**config.mk**
```make
export PLATFORM = sky130hd
export DESIGN_NAME = adder_share_arb
export DESIGN_NICKNAME = d
export VERILOG_FILES = /design/src/rtl/adder_share_arb.sv
export SDC_FILE = /design/constraint.sdc
export NUM_CORES = 1
export LEC_CHECK = 0
export CORE_MARGIN = 5
export CORE_UTILIZATION = 50
export CTS_BUF_LIST = sky130_fd_sc_hd__clkbuf_8
export DETAILED_ROUTE_END_ITERATION = 8
export GPL_ROUTABILITY_DRIVEN = 1
export GPL_TIMING_DRIVEN = 0
export HOLD_SLACK_MARGIN = 0.08
export PLACE_DENSITY = 0.83
export SYNTH_ARGS = -nofsm -noshare
export SYNTH_HDL_FRONTEND = slang
export SYNTH_SLANG_ARGS = --single-unit
```
**constraint.sdc**
```tcl
create_clock -name clk -period 5.4 [get_ports clk]
set_input_delay 1.08 -clock clk [delete_from_list [all_inputs] [get_ports clk]]
set_output_delay 1.08 -clock clk [all_outputs]
set_load 0.1 [all_outputs]
```
**src/rtl/adder_share_arb.sv**
```systemverilog
// Round-robin arbiter sharing one 5-bit Kogge-Stone adder among NREQ requesters.
// Optional per-requester grant counters when ADDER_ARB_STATS_EN is defined.

module adder (
    input  logic [4:0] a,
    input  logic [4:0] b,
    output logic [4:0] sum,
    output logic       cout
);
    logic [4:0] g0, p0, g1, p1, g2, p2, g3;

    // Prefix levels at distance 1, 2, 4; g3[i] is the group generate of bits [i:0].
    assign g0  = a & b;
    assign p0  = a ^ b;
    assign g1  = g0 | (p0 & {g0[3:0], 1'b0});
    assign p1  = p0 & {p0[3:0], 1'b1};
    assign g2  = g1 | (p1 & {g1[2:0], 2'b00});
    assign p2  = p1 & {p1[2:0], 2'b11};
    assign g3  = g2 | (p2 & {g2[0], 4'b0000});
    assign sum  = p0 ^ {g3[3:0], 1'b0};
    assign cout = g3[4];
endmodule

module adder_share_arb #(
    parameter int NREQ  = 4
`ifdef ADDER_ARB_STATS_EN
  , parameter int CNT_W = 8
`endif
) (
    input  logic                     clk,
    input  logic                     rst,
    input  logic [NREQ-1:0]          req_valid,
    output logic [NREQ-1:0]          req_ready,
    input  logic [NREQ*5-1:0]        req_a,
    input  logic [NREQ*5-1:0]        req_b,
    output logic                     rsp_valid,
    input  logic                     rsp_ready,
    output logic [$clog2(NREQ)-1:0]  rsp_id,
    output logic [4:0]               rsp_sum,
    output logic                     rsp_cout,
    output logic                     busy
`ifdef ADDER_ARB_STATS_EN
  , output logic [NREQ*CNT_W-1:0]    grant_cnt
`endif
);
    localparam int ID_W = $clog2(NREQ);

    typedef enum logic [1:0] {IDLE, CALC, RESP} state_t;

    state_t            state_q, state_d;
    logic [ID_W-1:0]   ptr_q, ptr_d;
    logic [ID_W-1:0]   id_q, id_d;
    logic [4:0]        a_q, a_d, b_q, b_d;
    logic              rsp_valid_q, rsp_valid_d;
    logic [ID_W-1:0]   rsp_id_q, rsp_id_d;
    logic [4:0]        rsp_sum_q, rsp_sum_d;
    logic              rsp_cout_q, rsp_cout_d;

    logic [NREQ-1:0][4:0] a_arr, b_arr;
    logic [4:0]        add_sum;
    logic              add_cout;
    logic              arb_en, win_found, accept;
    logic [ID_W-1:0]   win_id, scan_idx;

    assign a_arr = req_a;
    assign b_arr = req_b;

    adder u_adder (.a(a_q), .b(b_q), .sum(add_sum), .cout(add_cout));

    // Arbitration is open in IDLE, and in RESP only when the response leaves this cycle.
    assign arb_en = !rst && ((state_q == IDLE) || (state_q == RESP && rsp_ready));

    always_comb begin
        win_found = 1'b0;
        win_id    = '0;
        scan_idx  = ptr_q;
        for (int k = 0; k < NREQ; k++) begin
            if (!win_found && req_valid[scan_idx]) begin
                win_found = 1'b1;
                win_id    = scan_idx;
            end
            scan_idx = (scan_idx == ID_W'(NREQ - 1)) ? '0 : scan_idx + ID_W'(1);
        end
    end

    assign accept    = arb_en && win_found;
    assign req_ready = accept ? (NREQ'(1) << win_id) : '0;

    always_comb begin
        state_d     = state_q;
        ptr_d       = ptr_q;
        id_d        = id_q;
        a_d         = a_q;
        b_d         = b_q;
        rsp_valid_d = rsp_valid_q;
        rsp_id_d    = rsp_id_q;
        rsp_sum_d   = rsp_sum_q;
        rsp_cout_d  = rsp_cout_q;
        case (state_q)
            CALC: begin
                rsp_sum_d   = add_sum;
                rsp_cout_d  = add_cout;
                rsp_id_d    = id_q;
                rsp_valid_d = 1'b1;
                state_d     = RESP;
            end
            RESP: begin
                if (rsp_ready) begin
                    rsp_valid_d = 1'b0;
                    state_d     = IDLE;
                end
            end
            default: ;
        endcase
        if (accept) begin
            a_d     = a_arr[win_id];
            b_d     = b_arr[win_id];
            id_d    = win_id;
            ptr_d   = (win_id == ID_W'(NREQ - 1)) ? '0 : win_id + ID_W'(1);
            state_d = CALC;
        end
    end

    always_ff @(posedge clk) begin
        if (rst) begin
            state_q     <= IDLE;
            ptr_q       <= '0;
            id_q        <= '0;
            a_q         <= '0;
            b_q         <= '0;
            rsp_valid_q <= 1'b0;
            rsp_id_q    <= '0;
            rsp_sum_q   <= '0;
            rsp_cout_q  <= 1'b0;
        end else begin
            state_q     <= state_d;
            ptr_q       <= ptr_d;
            id_q        <= id_d;
            a_q         <= a_d;
            b_q         <= b_d;
            rsp_valid_q <= rsp_valid_d;
            rsp_id_q    <= rsp_id_d;
            rsp_sum_q   <= rsp_sum_d;
            rsp_cout_q  <= rsp_cout_d;
        end
    end

    assign rsp_valid = rsp_valid_q;
    assign rsp_id    = rsp_id_q;
    assign rsp_sum   = rsp_sum_q;
    assign rsp_cout  = rsp_cout_q;
    assign busy      = (state_q != IDLE);

`ifdef ADDER_ARB_STATS_EN
    logic [NREQ-1:0][CNT_W-1:0] cnt_q, cnt_d;

    // Saturating counters: a full counter stays at all-ones.
    always_comb begin
        cnt_d = cnt_q;
        for (int i = 0; i < NREQ; i++) begin
            if (accept && win_id == ID_W'(i) && cnt_q[i] != '1)
                cnt_d[i] = cnt_q[i] + CNT_W'(1);
        end
    end

    always_ff @(posedge clk) begin
        if (rst) cnt_q <= '0;
        else     cnt_q <= cnt_d;
    end

    assign grant_cnt = cnt_q;
`endif
endmodule

```
After elaboration in Yosys (flattened, before gate mapping)
Cells that the tools add are included.

word-level totals
  flip-flop bits (word level) = 25
  input bits = 47
  output and inout port bits = 14
  word-level logic and storage cells = 87

operators by class
  add/sub/neg operators = 4
  $lt $le $gt $ge = 5
  equality and inequality tests = 8
  shift operators = 1
  muxes and demuxes = 30
  bitwise gates (word level) = 11
  reductions and logical operators = 18

operators by type and width
  operator                                            number
  bitwise AND 5 bit                                   6
  binary-select mux 5 bit (select 2 bit)              2
  two-way mux 2 bit                                   9
  < comparator 2 x 3 -> 1 bit, second input constant  5
  bitwise OR 5 bit                                    3
  == test 2 bit, second input constant                5
  two-way mux 1 bit                                   10
  two-way mux 5 bit                                   2
  bitwise XOR 5 bit                                   2
  adder 2 x 1 -> 2 bit, second input constant         4
  binary-select mux 1 bit (select 2 bit)              4
  logical AND 1 bit                                   6
  logical NOT 1 bit                                   4
  two-way mux 4 bit                                   1
  case mux 2 bit (2 select lines)                     1
  AND reduction 2 bit                                 2
  nonzero test 2 bit                                  2
  << shifter 1 x 2 -> 4 bit, first input constant     1
  inequality test 3 bit, second input constant        1
  nonzero test 3 bit                                  1
  == test 2 x 1 -> 1 bit, second input constant       1
  logical NOT 2 bit                                   1
  inequality test 2 bit, second input constant        1
  case mux 1 bit (2 select lines)                     1
  other kinds (2)                                     2

Longest topological paths before layout
Gate-level depths: netlist (run 1).

  depth in word-level cells = 15
  gate-level depth with buffers = 12
  depth with buffers taken out = 9

Modules after synthesis
Synthesis (run 1) repeated with hierarchy kept, for this count alone.

unflattened totals
  cells, all modules = 240
  area total of the unflattened synthesis = 2055.7 sq um

by module, submodules not included
  module           times used  cells an instance  area an instance (sq um)  seq. area each (sq um)
  adder_share_arb  1           217                1875.5                    500.5
  adder            1           23                 180.2                     0.0

Worst setup path before layout (run 1)
OpenSTA, ideal clock, no wires.

  kind = input to output
  from = in req_valid[2]
  to = out req_ready[1]
  arrival = 3333 ps
  required time = 4320 ps
  path slack = 987 ps
  stages on the path = 9
  path buffers = 2
  cell sequence = mux4_2 > inv_2 > a31o_4 > a21oi_2 > o31ai_4 > buf_6 > buf_4 > ha_1 > and2_1

between the ends
  word-level cells in the longest chain between the ends = 14
  elaborated cells on any way between the ends = 25
  classes of those cells = shift: 1; mux: 17; reduce/logical: 7

ends and longest elaborated chain
  item                                     line  RTL
  from (decl)                              32    input logic [NREQ-1:0] req_valid,
  binary-select mux 1 bit (select 2 bit)   78    if (!win_found && req_valid[scan_idx]) begin
  two-way mux 1 bit (not written as such)  78
  two-way mux 1 bit                        78
  logical NOT 1 bit                        78
  logical AND 1 bit                        78
  two-way mux 1 bit                        78
  logical NOT 1 bit                        78
  logical AND 1 bit                        78
  two-way mux 1 bit                        78
  logical NOT 1 bit                        78
  logical AND 1 bit                        78
  two-way mux 2 bit (*)                    78
  via win_id[0]                            63    logic [ID_W-1:0] win_id, scan_idx;
  << shifter 1 x 2 -> 4 bit (*)            87    assign req_ready = accept ? (NREQ'(1) << win_id) : '0;
  two-way mux 4 bit (*)                    87
  to (decl)                                33    output logic [NREQ-1:0] req_ready,

The timed path passes the listed nets; every way through them passes the cells marked *. The select of a mux whose other input is x is not followed.

Final worst setup path (run 1)
  from = in req_valid[1]
  to = out req_ready[2]

The elaborated chain is that of the path after synthesis.

==> summary.txt, run 1 <==
Logic synthesis
  • Syn Area/Cell: between 8 and 9 µm²
  • Yosys Warn Count: 0
  • Post-synth ARST share: 0%
  • Area contributors post-synth: dfxtp_1 (26%), nand2_1 (7.3%), ha_1 (6.6%)
  • Synth cell count leaders: nand2_1 (37), dfxtp_1 (25), mux2i_1 (12), a21oi_1 (11), nand3_1 (11)
  • EDFF count, synth: 0
  • Syn Inst Count: between 200 and 250
  • Seq cells post-synth: 25
  • Multiplexer share of the synthesized area: 10.22%
  • Synth Net Count: around 280
  • Post-synthesis simple-gate area fraction: between 20% and 30%
  • Most frequent cell after synthesis: nand2_1
  • XOR/XNOR Fraction of Synth Area: around 1.8%
  • Seq/Total Area, Yosys: about a quarter
  • Yosys top cell by area: dfxtp_1
  • Combinational family with the most area after synthesis: simple AND/OR/NAND/NOR gates
  • Netlist cell types: between 40 and 50
  • Post-Synth Adder-Cell Area: between 7 and 8%
  • Top_reg_cell synth: dfxtp_1
  • Yosys top cell area share: 26.21%
  • Compound-Gate Fraction of Synth Area: between 20% and 30%
  • Mapped Area: 0.001909 mm²

Clocking
  • CTS tree: yes
  • Clk sinks: 25
  • Cts bufs inserted: 3
  • CTS HTree Levels: 1
  • Hold-fix buffers, CTS: 0
  • CTS Root Buffer Type: clkbuf_8
  • Clk buf depth: 2
  • Reg clk slew, reported paths: 0.08 ns
  • Setup Fix Bufs, Post-CTS: 0
  • Worst-skew pair later-pin latency: roughly 0.27 ns

Die
  • Top-Level Pins: 61
  • Site Rows: 22
  • Die ar.: 0.005155 mm²
  • Core ar.: approximately 0.0037 mm²
  • Die Wd: between 70 and 80 µm
  • Initial Utilization: 51.76%
  • Die Span Y: a little over 70 µm

Status
  • Status: finished clean

Routing
  • Antenna-violating nets left: 0
  • Drt first-iter violations: about 120
  • Wire length per cell: approximately 15 µm
  • Routed WL: 4971 µm
  • DRC viols: 0
  • Vias: roughly 1800
  • Drt pass-1 iters: 4
  • Via density: around 5.4

Global routing
  • Number of global-route vias before repair: roughly 1800
  • First-pass GRT wire length: around 8400 µm
  • Initial antenna violation count: 0
  • Total gr overflow: 0
  • Pin count of the biggest net entering global routing: 14
  • Gr usage total: 20.10%

Min path
  • Hold Path Class: reg -> reg

Setup path
  • Arrival time at the worst endpoint: approximately 3.9 ns
  • Largest stage delay, worst path: 0.56 ns
  • CP required: 4.32 ns
  • CP max-delay cell: mux4_2
  • Worst path cell trace: clkdlybuf4s50_1 > mux4_2 > inv_2 > a31o_4 > a21oi_2 > o31ai_4 > buf_6 > buf_4 > inv_1 > ha_1 > and2_1 > clkbuf_2
  • Cell family with most CP delay: buffers and inverters
  • Max FO, Critical Path: 11
  • Worst path bufs/invs: 6
  • Critical path type: in -> out
  • Crit. End Element: output port
  • Worst setup SP type: primary input

Timing
  • Final Slew Violations: 0
  • Worst Skew: just under 0.005 ns
  • Fmax: approximately 200 MHz
  • Worst rel slew slack: around 35%
  • Post-layout min period: approximately 5 ns
  • Final period util: roughly 93%
  • Hold Fails Final Rpt: 0
  • Worst-Margin Slew: 0.9647 ns
  • Final setup margin: 0.3755 ns
  • Final hold slack: 0.4530 ns
  • Setup violators final: 0
  • RSZ-0062 raised after global routing: no

Flow run
  • Number of max-cap violations: 0

Pwr
  • Leakage: 1.061 nW
  • Worst vdd ir: around 0.44 mV
  • Total power draw: approximately 1.5 mW
  • Pwr dens: between 500 and 600 mW/mm²

Final layout
  • Nets: 348
  • Final Cell Area: 0.002595 mm²
  • P&R area growth vs syn: 35.91%
  • Inserted Diodes: 0
  • Share of cells above drive strength 1: 12.46%

Place
  • Post-DP Area: ~0.0026 mm²
  • Port bufs: 60
  • Worst slack, placed: -0.2998 ns
  • Final Wtd Congestion: 0.9082
  • Post-DP HPWL: between 3000 and 4000 µm
[cells by family after synthesis]
family | Yosys count
compound gates | 52
xor+xnor | 4
fa+ha+maj | 11
buf+inv | 26
flops | 25
mux | 15
simple gates | 92
[sequential cells by signal, summed over array words and instances (netlist names)]
name,flops
id_q,2
rsp_valid,1
rsp_id,2
ptr_q,2
state_q,2
rsp_sum,5
b_q,5
rsp_cout,1
a_q,5
[layer usage]
layer | vias to the layer above | track usage, % | wire length, µm
li1 | 936 | - | -
met1 | 839 | 26.50 | 2242
met2 | 56 | 34.69 | 2422
met3 | 5 | 2.244 | 251
met4 | 0 | 5.219 | 54
met5 | - | 0 | 0
[worst paths after layout]
kind | start | endpoint | slack (ns) | cells past startpoint
worst min-delay path | rsp_sum[2] | rsp_sum[2] | 0.45 | 2
worst min register to register | rsp_sum[2] | rsp_sum[2] | 0.45 | 2
worst max register to register | ptr_q[1] | ptr_q[1] | 2.67 | 10
worst max-delay path | req_valid[1] | req_ready[2] | 0.38 | 12
[layout by cell type, fill, tap and decap left out, drive strengths merged]
cell type / count
a211oi: 4
a21o: 6
a21oi: 12
a221oi: 1
a31o: 2
a31oi: 1
a32o: 1
a32oi: 1
and2: 4
and2b: 3
and3b: 1
buf: 9
clkbuf: 15
clkdlybuf4s50: 56
dfxtp: 25
fa: 1
ha: 10
inv: 10
mux2i: 12
mux4: 3
nand2: 37
nand2b: 1
nand3: 11
nand3b: 1
nor2: 10
nor2b: 6
nor3: 3
nor3b: 2
o2111ai: 10
o211a: 1
o211ai: 1
o21ai: 9
o221a: 1
o2bb2ai: 1
o31ai: 1
or2: 2
or3: 10
or3b: 1
xnor2: 4
[timing repair]
item,4_1_cts,5_1_grt
resized for setup,5,7
pin swaps,0,0
setup endpoints to repair,4,4
[worst min-delay path, stage by stage (launching register included)]
cell	delay, ns
dfxtp_1	0.32
nand2_1	0.05
a21oi_1	0.05
[layout make-up]
type	instances	area [µm²]
multi-input combinational	174	1227
fill	309	1094
timing repair buffer	60	580.6
sequential	25	500.5
buffer	17	147.6
tap	48	60.06
clock buffer	3	41.29
inverter	9	33.78
clock inverter	1	3.754
[metrics by stage]
step           instances  utilization [%]  setup TNS, ns
2_1_floorplan        225                -              0
3_3_place_gp         333            69.67        -0.9855
3_5_place_dp         333            69.67         -1.012
4_1_cts              337            70.79              0
5_1_grt              337            70.35              0
6_report             337            70.35              0
[report_power, final]
part	total, mW	internal (mW)	switching, mW
Sequential	0.287	0.248	0.0395
Clock	0.108	0.0509	0.0569
Combinational	1.11	0.421	0.684
(Power assumes the default switching activity.)
==> run 2, diff against run 1 <==
Settings changed: ABC_CLOCK_PERIOD_IN_PS set to 5400.
==> results of run 2 <==
Final layout, timing and power as in run 1 (identical DEF).
